[src/rtl/program_sequencer.sv]
// Program counter sequencer with a small return-address stack for call/ret.
// pm_addr is the zero-latency fetch address; pc/stack state update on each rising clk.
module program_sequencer #(
    parameter int STACK_DEPTH = 4
) (
    input  logic       clk,
    input  logic       sync_reset_n,
    input  logic       jmp,
    input  logic       jmp_nz,
    input  logic       r_eq_0,
    input  logic       call,
    input  logic       ret,
    input  logic       hold,
    input  logic [7:0] jmp_addr,
    output logic [7:0] pm_addr,
    output logic [7:0] pc,
    output logic [7:0] from_PS,
    output logic [2:0] stack_ptr,
    output logic       stack_full,
    output logic       stack_empty,
    output logic       stack_err
);

    localparam int IDX_W = (STACK_DEPTH > 1) ? $clog2(STACK_DEPTH) : 1;

    logic [7:0]       pc_q, pc_d;
    logic [2:0]       stack_ptr_q, stack_ptr_d;
    logic             stack_err_q, stack_err_d;
    logic [7:0]       stack_q [STACK_DEPTH];
    logic [7:0]       stack_d [STACK_DEPTH];
    logic [7:0]       pc_inc;
    logic [IDX_W-1:0] top_idx;
    logic [IDX_W-1:0] push_idx;
    logic             is_full;
    logic             is_empty;

    assign pc_inc   = pc_q + 8'd1;
    assign is_full  = (stack_ptr_q == 3'(STACK_DEPTH));
    assign is_empty = (stack_ptr_q == 3'd0);
    // Indices are only used when the pointer is in range (not empty / not full).
    assign top_idx  = IDX_W'(stack_ptr_q - 3'd1);
    assign push_idx = IDX_W'(stack_ptr_q);

    always_comb begin
        pm_addr     = pc_inc;
        stack_ptr_d = stack_ptr_q;
        stack_err_d = stack_err_q;
        stack_d     = stack_q;
        if (!sync_reset_n) begin
            pm_addr = 8'h00;
        end else if (hold) begin
            pm_addr = pc_q;
        end else if (ret) begin
            if (is_empty) begin
                stack_err_d = 1'b1;
            end else begin
                pm_addr     = stack_q[top_idx];
                stack_ptr_d = stack_ptr_q - 3'd1;
            end
        end else if (call) begin
            pm_addr = jmp_addr;
            if (is_full) begin
                stack_err_d = 1'b1;
            end else begin
                stack_d[push_idx] = pc_inc;
                stack_ptr_d       = stack_ptr_q + 3'd1;
            end
        end else if (jmp || (jmp_nz && !r_eq_0)) begin
            pm_addr = jmp_addr;
        end
        pc_d = pm_addr;
    end

    always_ff @(posedge clk) begin
        if (!sync_reset_n) begin
            pc_q        <= 8'h00;
            stack_ptr_q <= 3'd0;
            stack_err_q <= 1'b0;
        end else begin
            pc_q        <= pc_d;
            stack_ptr_q <= stack_ptr_d;
            stack_err_q <= stack_err_d;
        end
    end

    // Entries carry no reset; stack_ptr alone decides which ones are meaningful.
    always_ff @(posedge clk) begin
        stack_q <= stack_d;
    end

    assign pc          = pc_q;
    assign from_PS     = pc_q;
    assign stack_ptr   = stack_ptr_q;
    assign stack_full  = is_full;
    assign stack_empty = is_empty;
    assign stack_err   = stack_err_q;

endmodule

[config.mk]
export PLATFORM = sky130hd
export DESIGN_NAME = program_sequencer
export DESIGN_NICKNAME = d
export VERILOG_FILES = /design/src/rtl/program_sequencer.sv
export SDC_FILE = /design/constraint.sdc
export NUM_CORES = 1
export LEC_CHECK = 0
export BUFFER_PORTS_ARGS = -buffer_cell sky130_fd_sc_hd__buf_2
export CAP_MARGIN = 20
export CORE_ASPECT_RATIO = 1.5
export CORE_UTILIZATION = 25
export CTS_CLUSTER_SIZE = 30
export DETAILED_ROUTE_END_ITERATION = 12
export PLACE_DENSITY = 0.42
export RECOVER_POWER = 50
export REMOVE_ABC_BUFFERS = 1
export SETUP_SLACK_MARGIN = 0.02
export SYNTH_ARGS = -nofsm -noshare
export SYNTH_HDL_FRONTEND = slang
export SYNTH_SLANG_ARGS = --single-unit
[constraint.sdc]
create_clock -name clk -period 7.4 [get_ports clk]
set_input_delay 1.85 -clock clk [delete_from_list [all_inputs] [get_ports clk]]
set_output_delay 1.85 -clock clk [all_outputs]
set_load 0.1 [all_outputs]
==> run summary, run 1 <==
The effective utilization at floorplan is 25.85%. The logs give 0 for the final count of hold timing violations and 52.32% for the sequential fraction of the synthesis area. STA classifies the critical path startpoint as a primary input. After clock tree synthesis, the repair step resized 0 gates. The largest individual stage delay along the critical path comes from the cell sky130_fd_sc_hd__clkbuf_1.

The count of antenna-violating nets left after detailed routing is 0. The leading cell type by number of instances after synthesis was sky130_fd_sc_hd__edfxtp_1. The tools report the worst setup skew after layout as 3.198 ps. The tools report the kind of capture point of the worst setup path as an output pin. Summed over all instances, the cell type with the most area after synthesis is sky130_fd_sc_hd__edfxtp_1.

Largest fanout on the critical path: 19. The tightest min-delay check is of the register to register type. The worst setup path category was primary input to output pin.

The tools report the worst vdd rail ir drop as 0.1156 mV. The reg-to-reg startpoint was stack_ptr[0]. The smallest hold slack was 505.3 ps. Of the available clock period, the critical path in the final layout requires 79.37%.

The logs give 0 ps for the total negative slack and 0.7843 for the global placer's final weighted congestion. The maximum level of the CTS H-tree is 2. In the synthesized netlist, mux cells make up 11.17% of the area.

In the routed design, unresolved DRC markers number 0. The actual transition at the worst max-transition pin came out at 1159 ps. The run gives 4 as the length of the first detailed-routing pass in iterations.

Number of primary I/O pins: 46. The first global-routing pass estimated 9342 um of wire. After layout, the minimum clock period comes to 5874 ps.

The worst relative slew slack is 23.09%, and the die span in x is 80.25 um. The tools report the final-report max-slew violation count as 0. Sorting the synthesized cells by how often they occur yields 32 x sky130_fd_sc_hd__edfxtp_1, 13 x sky130_fd_sc_hd__a21oi_1, 12 x sky130_fd_sc_hd__dfxtp_1.

The number of clock buffers added by TritonCTS is 5. Buffers inserted to repair hold after CTS numbered 0. The worst hold path begins at stack_err. Summing the areas of all xor and xnor instances in the mapped netlist gives 3.052% of the synthesized area.

The logs give 6107 um for the total detailed-routing wirelength and 0 for the total number of yosys warnings. Dividing the detail-routed via count by the number of cells gives 4.915. The analysis attributes to cell leakage a power of 0.9695 nW. Dividing the detail-routed wire length by the instance count gives 18.56 um. The run finished with clean final reports. For the worst flop-to-flop path, the logic depth is 8. Data on the critical path is required at its endpoint by 5550 ps.

The number of cells on the worst hold path is 2, and the row count is 42. Setup repair after global routing left no endpoint under its margin. After synthesis the cells add up to 2296 um2. The largest single stage delay on the critical path is 660 ps.

In this run the register-to-register setup slack is 4410 ps. In this run the tool buffered the top-level ports with 45 buffer cells. The starting DRC count in detailed routing was 71.

Ranked by total cell area, the synthesized netlist is headed by sky130_fd_sc_hd__edfxtp_1 42%, sky130_fd_sc_hd__dfxtp_1 10%, sky130_fd_sc_hd__mux4_1 6.9%. The layout has 930 filler cells. Via count of the first global-routing pass: 1578. The number of setup buffers added after CTS is 0. Count of state elements after synthesis: 44. The share of final-layout standard cells stronger than drive strength 1 was 21.92%. The run gives 241 as the number of nets in the final layout. From bottom edge to top edge, the die measures 119.4 um. The cell sitting at the root of the clock tree is a sky130_fd_sc_hd__clkbuf_16. The post-synthesis to final-layout area growth came out at 16.08%. The maximum number of pins on one net before global-route repair came out at 20.

The HPWL after detailed placement came out at 4280 um. The initial antenna violation count was 0. The kind of cell adding the most delay to the critical path was buffers and inverters.

Count of maximum capacitance violations: 0. At the later pin of the worst-skew pair, clock insertion delay measures 290 ps. Cells fill 30.01% of the core in the end. In this run, synthesis inferred 32 flip-flops with an integrated enable. The standard cell core area is 8881 um2, and the area of the die is 9579 um2.

The end of the worst register-to-register path was stack_ptr[2]. Counting distinct cell types in the post-synthesis netlist gives 46. The tools report the global-route usage over all layers as 14.22%.

Most used flip-flop cell after synthesis: sky130_fd_sc_hd__edfxtp_1. The critical path contains buffers and inverters numbering 2 combined. Fraction of registers with async set or reset after synthesis: 0%. Number of sinks on the clock net: 44. Derived from the worst setup path, the maximum achievable clock frequency is 0.1702 GHz. The critical path goes through clkbuf_1 -> nor4b_1 -> a21o_1 -> a2111oi_2 -> a31o_2 -> buf_2. Setup violations remaining at the end of the flow were counted as 0. The run gives 0 as the overflow left after global routing. The critical path arrival is 4020 ps, and the synthesized area divided by synthesized cell count is 12.62 um2.

The maximum root-to-sink buffer count was 2; the number of antenna diodes was 0. For hold timing, the worst endpoint is stack_err. The power density over the cells came out at 279.9 nW/um2. The share of the synthesized area in compound gates (AO/OA/AOI/OAI) works out to 13.46%. The fraction of the mapped netlist area in adder cells was 3.270%; the number of vias in the routed layout was 1617. Largest family of logic cells by synthesized area: compound AO/OA/AOI/OAI gates.

TritonCTS built the clock tree. The share of Yosys cell area claimed by the top area cell type is 41.85%. Clock-pin slew was measured on the worst setup and hold paths at 60 ps. The post-synthesis instance total was 182; the simple logic cell fraction of the synthesized area was 10.90%.
[cells in the final DEF (no fill, tap or decap), types with 4 or more instances in the layout]
cell,instances
sky130_fd_sc_hd__nand2_1,11
sky130_fd_sc_hd__and2_1,5
sky130_fd_sc_hd__mux4_1,6
sky130_fd_sc_hd__a21oi_1,13
sky130_fd_sc_hd__ha_1,6
sky130_fd_sc_hd__buf_2,29
sky130_fd_sc_hd__mux2_2,5
sky130_fd_sc_hd__o21ai_0,9
sky130_fd_sc_hd__inv_1,6
sky130_fd_sc_hd__dfxtp_1,12
sky130_fd_sc_hd__nand3_1,5
sky130_fd_sc_hd__a32o_1,4
sky130_fd_sc_hd__xnor2_1,5
sky130_fd_sc_hd__clkbuf_1,17
sky130_fd_sc_hd__edfxtp_1,32
sky130_fd_sc_hd__clkbuf_16,5
[power by group]
group | internal [mW] | total [mW] | leakage, nW | switching (mW)
Clock | 0.123 | 0.208 | 0.0667 | 0.0859
Combinational | 0.0526 | 0.245 | 0.511 | 0.193
Sequential | 0.277 | 0.292 | 0.391 | 0.0153
[area by class of cell]
type / instances / area [um2] / share of cell area (%)
Clock buffer: 6 / 128.9 / 4.836
Clock inverter: 1 / 5.005 / 0.1878
Tap cell: 110 / 137.6 / 5.164
Inverter: 8 / 30.03 / 1.127
Sequential cell: 44 / 1201 / 45.07
Timing Repair Buffer: 45 / 205.2 / 7.700
Multi-Input combinational cell: 115 / 957.2 / 35.92
[metrics by stage]
| stage | area (um2) | worst slack (ps) | total power, mW | cells |
|---|---|---|---|---|
| 5_1_grt | 2665 | 1359 | 0.7816 | 329 |
| 2_1_floorplan | 2192 | 546.2 | 0.4936 | 167 |
| 6_report | 2665 | 1526 | 0.7459 | 329 |
| 3_5_place_dp | 2555 | 1733 | 0.5479 | 322 |
| 4_1_cts | 2689 | 1736 | 0.7615 | 329 |
| 3_3_place_gp | 2555 | 1740 | 0.5481 | 322 |
[how the worst max path moves through the flow]
stage / depth (start not counted) / slack [ps] / endpoint / startpoint
3_5_place_dp: 7 / 1730 / pm_addr[2] / r_eq_0
6_report: 6 / 1530 / pm_addr[6] / ret
5_1_grt: 6 / 1360 / pm_addr[6] / ret
2_1_floorplan: 5 / 550 / pm_addr[5] / from_PS[2]
3_3_place_gp: 7 / 1740 / pm_addr[2] / r_eq_0
4_1_cts: 7 / 1740 / pm_addr[2] / r_eq_0
[sequential cells by signal, summed over array words and instances, names as in the netlist]
| signal | cells |
|---|---|
| stack_q | 32 |
| from_PS | 8 |
| stack_ptr | 3 |
| stack_err | 1 |
[worst register-to-register path, stage by stage (launching register included)]
cell	delay (ps)
sky130_fd_sc_hd__dfxtp_1	770
sky130_fd_sc_hd__inv_1	250
sky130_fd_sc_hd__ha_1	310
sky130_fd_sc_hd__nand2b_1	360
sky130_fd_sc_hd__inv_2	190
sky130_fd_sc_hd__a21oi_1	210
sky130_fd_sc_hd__o21ai_0	240
sky130_fd_sc_hd__or3_1	430
sky130_fd_sc_hd__a21boi_0	160
[logic make-up after synthesis]
logic type      after synthesis
buf+inv                      23
mux                          14
flops                        44
xor+xnor                      8
simple gates                 45
compound gates               42
fa+ha+maj                     6
[metal layers]
metal  routed length (um)  vias up  GRT usage (%)
li1                     -      766              -
met1                 2604      800          17.12
met2                 3155       42          23.66
met3                  193        9          3.065
met4                  153        0          6.808
met5                    0        -              0
Note: power is estimated with default switching activity, not from simulation.
==> run 2, diff against run 1 <==
--- a/config.mk
+++ b/config.mk
@@ -11,7 +11,7 @@
 export CORE_UTILIZATION = 25
 export CTS_CLUSTER_SIZE = 30
 export DETAILED_ROUTE_END_ITERATION = 12
-export PLACE_DENSITY = 0.42
+export PLACE_DENSITY = 0.43
 export RECOVER_POWER = 50
 export REMOVE_ABC_BUFFERS = 1
 export SETUP_SLACK_MARGIN = 0.02
==> constraint.sdc (replaced) <==
create_clock -name clk -period 5.1 [get_ports clk]
set_input_delay 1.275 -clock clk [delete_from_list [all_inputs] [get_ports clk]]
set_output_delay 1.275 -clock clk [all_outputs]
set_load 0.1 [all_outputs]
==> run summary, run 2 (synthesized netlist as in run 1, its figures left out) <==
The multi-input combinational cells in the finished layout cover a total of 952.2 um2. For the buffers inserted during post-CTS setup optimization, the log shows 0. The top cell types in the final layout, fill and taps aside, are 32 x sky130_fd_sc_hd__buf_2, 32 x sky130_fd_sc_hd__edfxtp_1, 14 x sky130_fd_sc_hd__clkbuf_1, 13 x sky130_fd_sc_hd__a21oi_1, 12 x sky130_fd_sc_hd__dfxtp_1. The reg-to-reg startpoint was stack_ptr[1]. The routed design could run at a clock period as short as 4527 ps. In the final layout, flip-flops and latches occupy 1201 um2. The worst setup path is of the primary input to output pin kind. In the final design database the tool counted 243 nets. After detailed placement, the total cell area comes to 2570 um2.

The tools report the quantity of gates resized following cts as 0. The total of endpoints with negative setup slack in the final report was 0. The tree is rooted in a sky130_fd_sc_hd__clkbuf_16. The final count of hold timing violations came out at 0.

The post-route fraction of the period consumed by the critical path is 88.76%, and the maximum root-to-sink buffer count is 2. From left edge to right edge, the die measures 80.25 um. The first global-routing pass estimated 9280 um of wire. Dividing the detail-routed via count by the number of cells gives 4.915. Startpoint kind of the worst setup timing path: a primary input. The effective utilization at floorplan is 25.85%. Summing all non-filler instances in the final layout gives an area of 2679 um2. For this block, the initial DRC count from the detailed router was 79. In this run the most critical hold path is launched from stack_err. The count of nets left with antenna violations once routing finished came out at 0.

In the final routed layout, each cell accounts on average for 18.55 um. Ranked by flip-flop count, first place goes to stack_q. In this run the power density over the cells is 407.7 nW/um2. After clock tree synthesis, the flow added hold-fix buffers numbering 0. At the worst endpoint, the required time is 3830 ps. From synthesis to final layout, the design area changed by 16.68%. In this run the core area contains 42 standard-cell rows. The count of maximum capacitance violations was 0; the fill cell instance count of the final layout was 948. The critical path launch point is r_eq_0.

The post-CTS clock slew at the launch and capture registers of the worst setup and hold paths was 70 ps; the number of sinks on the clock net was 44. Hold timing on the final database bottoms out at a slack of 507.6 ps. The kind of capture point of the worst setup path was an output pin.

The clock tree synthesis step divided the H-tree into 2 levels. The die covers 9579 um2. Cells with a size suffix above 1 make up 23.08% of the layout.

The die is 119.4 um tall. For this design the static power due to leakage is 0.9845 nW. Once detailed placement completed, the half-perimeter wirelength came to 4210 um. In this run the register-to-register setup slack is 2760 ps.

The run finished with clean final reports. The tools report the worst setup skew after layout as 7.828 ps. The initial antenna violation count was 0.

Summed over all layers, the routed wires come to 6139 um. TritonCTS built the clock tree. The number of input and output port buffers inserted was 45; the worst relative slew slack was 22.48%. At the pin with the least slew margin, the transition time is 1168 ps. IR analysis of the VDD net gives a maximum drop of 0.1915 mV. Timing would allow up to 0.2209 GHz. For this block, the via count after detailed routing is 1627. The final-report max-slew violation count is 0, and the largest fanout on the critical path is 10.

Summed over all layers, the global routing overflow is 0. The number of flip-flops under the largest register name works out to 32. The min-delay analysis places its worst path in the category register to register. 0 antenna diodes ended up in the layout. Pin placement for this block handled 46 I/O pins. The standard cell core area is 8881 um2.

In the routed design, unresolved DRC markers number 0. The pre-antenna-repair detailed-routing pass consisted of 4 iterations. Entering global routing, the biggest net connects 20 pins. Global routing used 13.66% of the available tracks across all layers.

STA puts the critical path data arrival time at 3250 ps. Routability-driven placement finished with a final weighted congestion of 0.7280. Clock tree synthesis inserted a total of 5 buffers. Setup repair after global routing left no endpoint under its margin. Cells fill 30.16% of the core in the end.

The via count of the first global-routing pass was 1585; the latest clock arrival within the worst-skew pair was 290 ps.
-- run 2: worst max-delay path, cell delays in order --
cell and delay [ps]:
sky130_fd_sc_hd__buf_2 70, sky130_fd_sc_hd__nand2b_1 110, sky130_fd_sc_hd__nor3b_1 190, sky130_fd_sc_hd__clkbuf_1 460, sky130_fd_sc_hd__nor2_1 80, sky130_fd_sc_hd__a311o_1 350
sky130_fd_sc_hd__a31oi_1 230, sky130_fd_sc_hd__buf_2 470
-- run 2: path summary, 6_finish.rpt --
check / cells after the start / endpoint
setup / recovery: 8 / pm_addr[2]
hold / removal: 2 / stack_err
setup reg to reg: 6 / from_PS[6]
hold reg to reg: 2 / stack_err
-- run 2: power breakdown --
part | internal [mW] | switching [mW]
logic | 0.0782 | 0.286
clock network | 0.178 | 0.132
registers | 0.402 | 0.0163
-- run 2: per-stage QoR --
step / setup TNS (ps) / cells / worst slack [ps] / power, mW
global placement: 0 / 324 / 697.1 / 0.7994
floorplan: -2295 / 167 / -1179 / 0.7162
detailed placement: 0 / 324 / 625.4 / 0.7986
global route: 0 / 331 / 453.0 / 1.133
CTS: 0 / 331 / 610.0 / 1.112
finish: 0 / 331 / 573.3 / 1.092
-- run 2: layout make-up --
class	instances	area share (%)
Inverter	8	1.121
Clock inverter	2	0.4671
Clock buffer	5	4.671
Multi-Input combinational cell	115	35.54
Sequential cell	44	44.84
Timing Repair Buffer	47	8.220
Tap cell	110	5.138
-- run 2: metal layers --
metal	up-vias	part of all wire [%]	wire length [um]	track usage, %
met5	-	0	0	0
met4	0	2.0	120	6.027
met3	7	4.1	250	1.762
met2	56	51	3160	23.29
met1	800	42	2608	16.91
li1	764	-	-	-
==> run 3, diff against run 2 <==
--- a/config.mk
+++ b/config.mk
@@ -5,13 +5,13 @@
 export SDC_FILE = /design/constraint.sdc
 export NUM_CORES = 1
 export LEC_CHECK = 0
-export BUFFER_PORTS_ARGS = -buffer_cell sky130_fd_sc_hd__buf_2
-export CAP_MARGIN = 20
+export CAP_MARGIN = 30
 export CORE_ASPECT_RATIO = 1.5
 export CORE_UTILIZATION = 25
 export CTS_CLUSTER_SIZE = 30
 export DETAILED_ROUTE_END_ITERATION = 12
-export PLACE_DENSITY = 0.43
+export DONT_BUFFER_PORTS = 1
+export PLACE_DENSITY = 0.39
 export RECOVER_POWER = 50
 export REMOVE_ABC_BUFFERS = 1
 export SETUP_SLACK_MARGIN = 0.02
==> constraint.sdc (replaced) <==
create_clock -name clk -period 5.1 [get_ports clk]
set_input_delay 0.51 -clock clk [delete_from_list [all_inputs] [get_ports clk]]
set_output_delay 0.51 -clock clk [all_outputs]
set_load 0.1 [all_outputs]
==> run summary, run 3 (synthesized netlist as in run 1, its figures left out) <==
The run finished, with violations left. The checks that failed: capacitance limit, slew limit. TritonCTS built the clock tree. The tools report the starting DRC count in detailed routing as 57. For this design the total switching power over the nets is 429.4 uW. The run gives 25.85% as the effective utilization at floorplan. Via count of the first global-routing pass: 1657. Setup repair after global routing left no endpoint under its margin. The most flop-heavy register is stack_q.

For the wire length of the first global-routing pass, the log shows 9183 um. The critical path arrival is 3630 ps. Number of cells on the worst hold path: 1.

In the layout the commonest cells are 32 x sky130_fd_sc_hd__edfxtp_1, 15 x sky130_fd_sc_hd__buf_4, 11 x sky130_fd_sc_hd__nand2_1, 10 x sky130_fd_sc_hd__a21oi_1, 9 x sky130_fd_sc_hd__dfxtp_1. The post-CTS clock slew at the launch and capture registers of the worst setup and hold paths came out at 60 ps. The worst setup skew after layout is 7.675 ps, and the number of buffers inserted for hold repair after clock tree synthesis is 0. For the maximum number of pins on one net before global-route repair, the log shows 20. The tools report the area taken by flip-flops and latches as 1205 um2. At the pin with the least slew margin, the transition time is 2351 ps. In the final layout, the multi-input gates occupy 991.0 um2. The die span in x came out at 80.25 um.

The logs give 1 for the count of maximum capacitance violations and 29.1% for the portion of total power attributed to the clock network. Of all nets on the critical path, the largest fanout is 8. In this run the remaining antenna-violating nets after routing total 0. The final critical path takes up 81.26% of the cycle. The number of antenna diodes in the final layout is 0. In the global route stage, overall resource usage came out at 13.26%.

Standard cell core area: 8881 um2. The tools report the post-layout utilization of the core as 30.09%. The worst vdd rail ir drop was 0.1540 mV. The post-synthesis to final-layout area growth was 16.40%; the post-route DRC violation count was 0. The final count of hold timing violations is 0, and the overflow left after global routing is 0. The floorplan has 42 rows. Based on the critical path, the design can be clocked at up to 0.2413 GHz. Gates resized during post-CTS repair numbered 0. The tools report the global placer's final weighted congestion as 0.7842.

Measured in cells, the most critical reg-to-reg path has a length of 7. The tools report the startpoint kind of the worst setup timing path as a register. For this design the static power due to leakage is 0.9267 nW. Once placement completed, the tool counted placed cells totaling 298. For this block, the via count after detailed routing is 1516. The worst relative slew slack is -56.76%.

Dividing the detail-routed via count by the number of cells gives 4.954. The H-tree generated during clock tree synthesis spans 2 levels. The internal cell power came out at 665.3 uW.

Kind of path behind the tightest hold check: primary input to register. The routed design could run at a clock period as short as 4144 ps. The routed wirelength normalized by instance count was 18.48 um; the total of endpoints with negative setup slack in the final report was 0. The length of the first detailed-routing pass in iterations was 4; the number of flip-flops under the largest register name was 32. The finished layout holds 306 standard cells, fillers aside. Once the clock tree was built, the setup fixing pass inserted 0 buffers. At the end of the flow, the number of nets in the layout was 217. The worst setup path category was register to output pin. The tools report the fill cell instance count of the final layout as 898. The CTS buffer count was 5. The logs give 44 for the number of sinks on the clock net and 290 ps for the latest clock arrival within the worst-skew pair.

Switching fraction of total power: 39.22%. For the final-report max-slew violation count, the log shows 2. STA classifies the critical path endpoint as an output pin. Data on the critical path is required at its endpoint by 4590 ps. The total detailed-routing wirelength was 5656 um. In this run the vertical extent of the chip is 119.4 um.

CTS placed an instance of sky130_fd_sc_hd__clkbuf_16 at the clock tree root. The HPWL after detailed placement is 4289 um. In the final layout, the share of cells above drive strength 1 is 23.98%. The startpoint identified for the worst hold timing path is sync_reset_n. The endpoint identified for the worst register-to-register timing path is stack_ptr[2].

In this run the register-to-register setup slack is 2020 ps. Per report_power, the sequential group accounts for 37.8% of the total. The run gives 2 as the maximum root-to-sink buffer count. The area of the die is 9579 um2, and the number of input and output port buffers inserted is 0. The initial antenna violation count was 0; the part of the power in combinational logic was 33.2%. The number of primary I/O pins was 46. The library cell used most frequently in the layout, excluding fill and tap cells, is sky130_fd_sc_hd__edfxtp_1. The hold-critical path endpoint is stack_ptr[0]. For this design the ratio of total power to cell area is 409.6 nW/um2.

The reg-to-reg startpoint is stack_ptr[2].
[run 3: cell count changes in the layout (fill, tap and decap cells not counted), sizes merged]
cell	change
buf	-15
clkinvlp	+1
clkbuf	-11
[run 3: worst max path at each step]
stage	start	slack [ps]	endpoint
floorplan	from_PS[2]	-410	pm_addr[5]
global placement	stack_ptr[0]	1570	pm_addr[6]
detailed placement	stack_ptr[0]	1490	pm_addr[6]
CTS	stack_ptr[0]	1170	pm_addr[6]
global route	stack_ptr[2]	740	pm_addr[6]
finish	stack_ptr[2]	960	pm_addr[6]
[run 3: power groups by stage]
stage | registers, mW | logic, mW | clock network (mW)
after detailed placement | 0.423 | 0.370 | 0
after floorplan | 0.541 | 0.175 | 0
final | 0.413 | 0.363 | 0.318
after global routing | 0.415 | 0.382 | 0.343
after global placement | 0.436 | 0.348 | 0
after CTS | 0.415 | 0.372 | 0.328
[run 3: layout make-up]
cell class              count  area share, %
flip-flops and latches     44          45.08
multi-input cells         115          37.08
repair buffers             21          5.993
well taps                 110          5.150
clock buffers               5          4.682
inverters                   8          1.124
clock inverters             3         0.8895
[run 3: routing by layer]
layer / GRT usage [%] / up-vias / routed length [um]
li1: - / 715 / -
met1: 13.92 / 743 / 2155
met2: 23.29 / 42 / 3028
met3: 3.295 / 16 / 214
met4: 7.813 / 0 / 256
met5: 0 / - / 0
[run 3: critical path: stages (launching register included)]
cell and delay, ps:
sky130_fd_sc_hd__dfxtp_1 300, sky130_fd_sc_hd__clkbuf_1 990, sky130_fd_sc_hd__nand2b_1 430, sky130_fd_sc_hd__inv_2 330, sky130_fd_sc_hd__a21o_1 310, sky130_fd_sc_hd__a2111oi_2 450
sky130_fd_sc_hd__a31o_2 530
[run 3: metrics by stage]
stage          hold slack, ps  TNS (ps)  area, um2  total power, mW  setup slack [ps]
4_1_cts                 343.2         0       2703            1.115              1173
2_1_floorplan           631.7    -413.8       2192           0.7162            -413.8
5_1_grt                 343.2         0       2673            1.140             741.3
3_5_place_dp            506.7         0       2554           0.7924              1487
3_3_place_gp            510.5         0       2497           0.7839              1571
6_report                349.8         0       2673            1.095             956.0
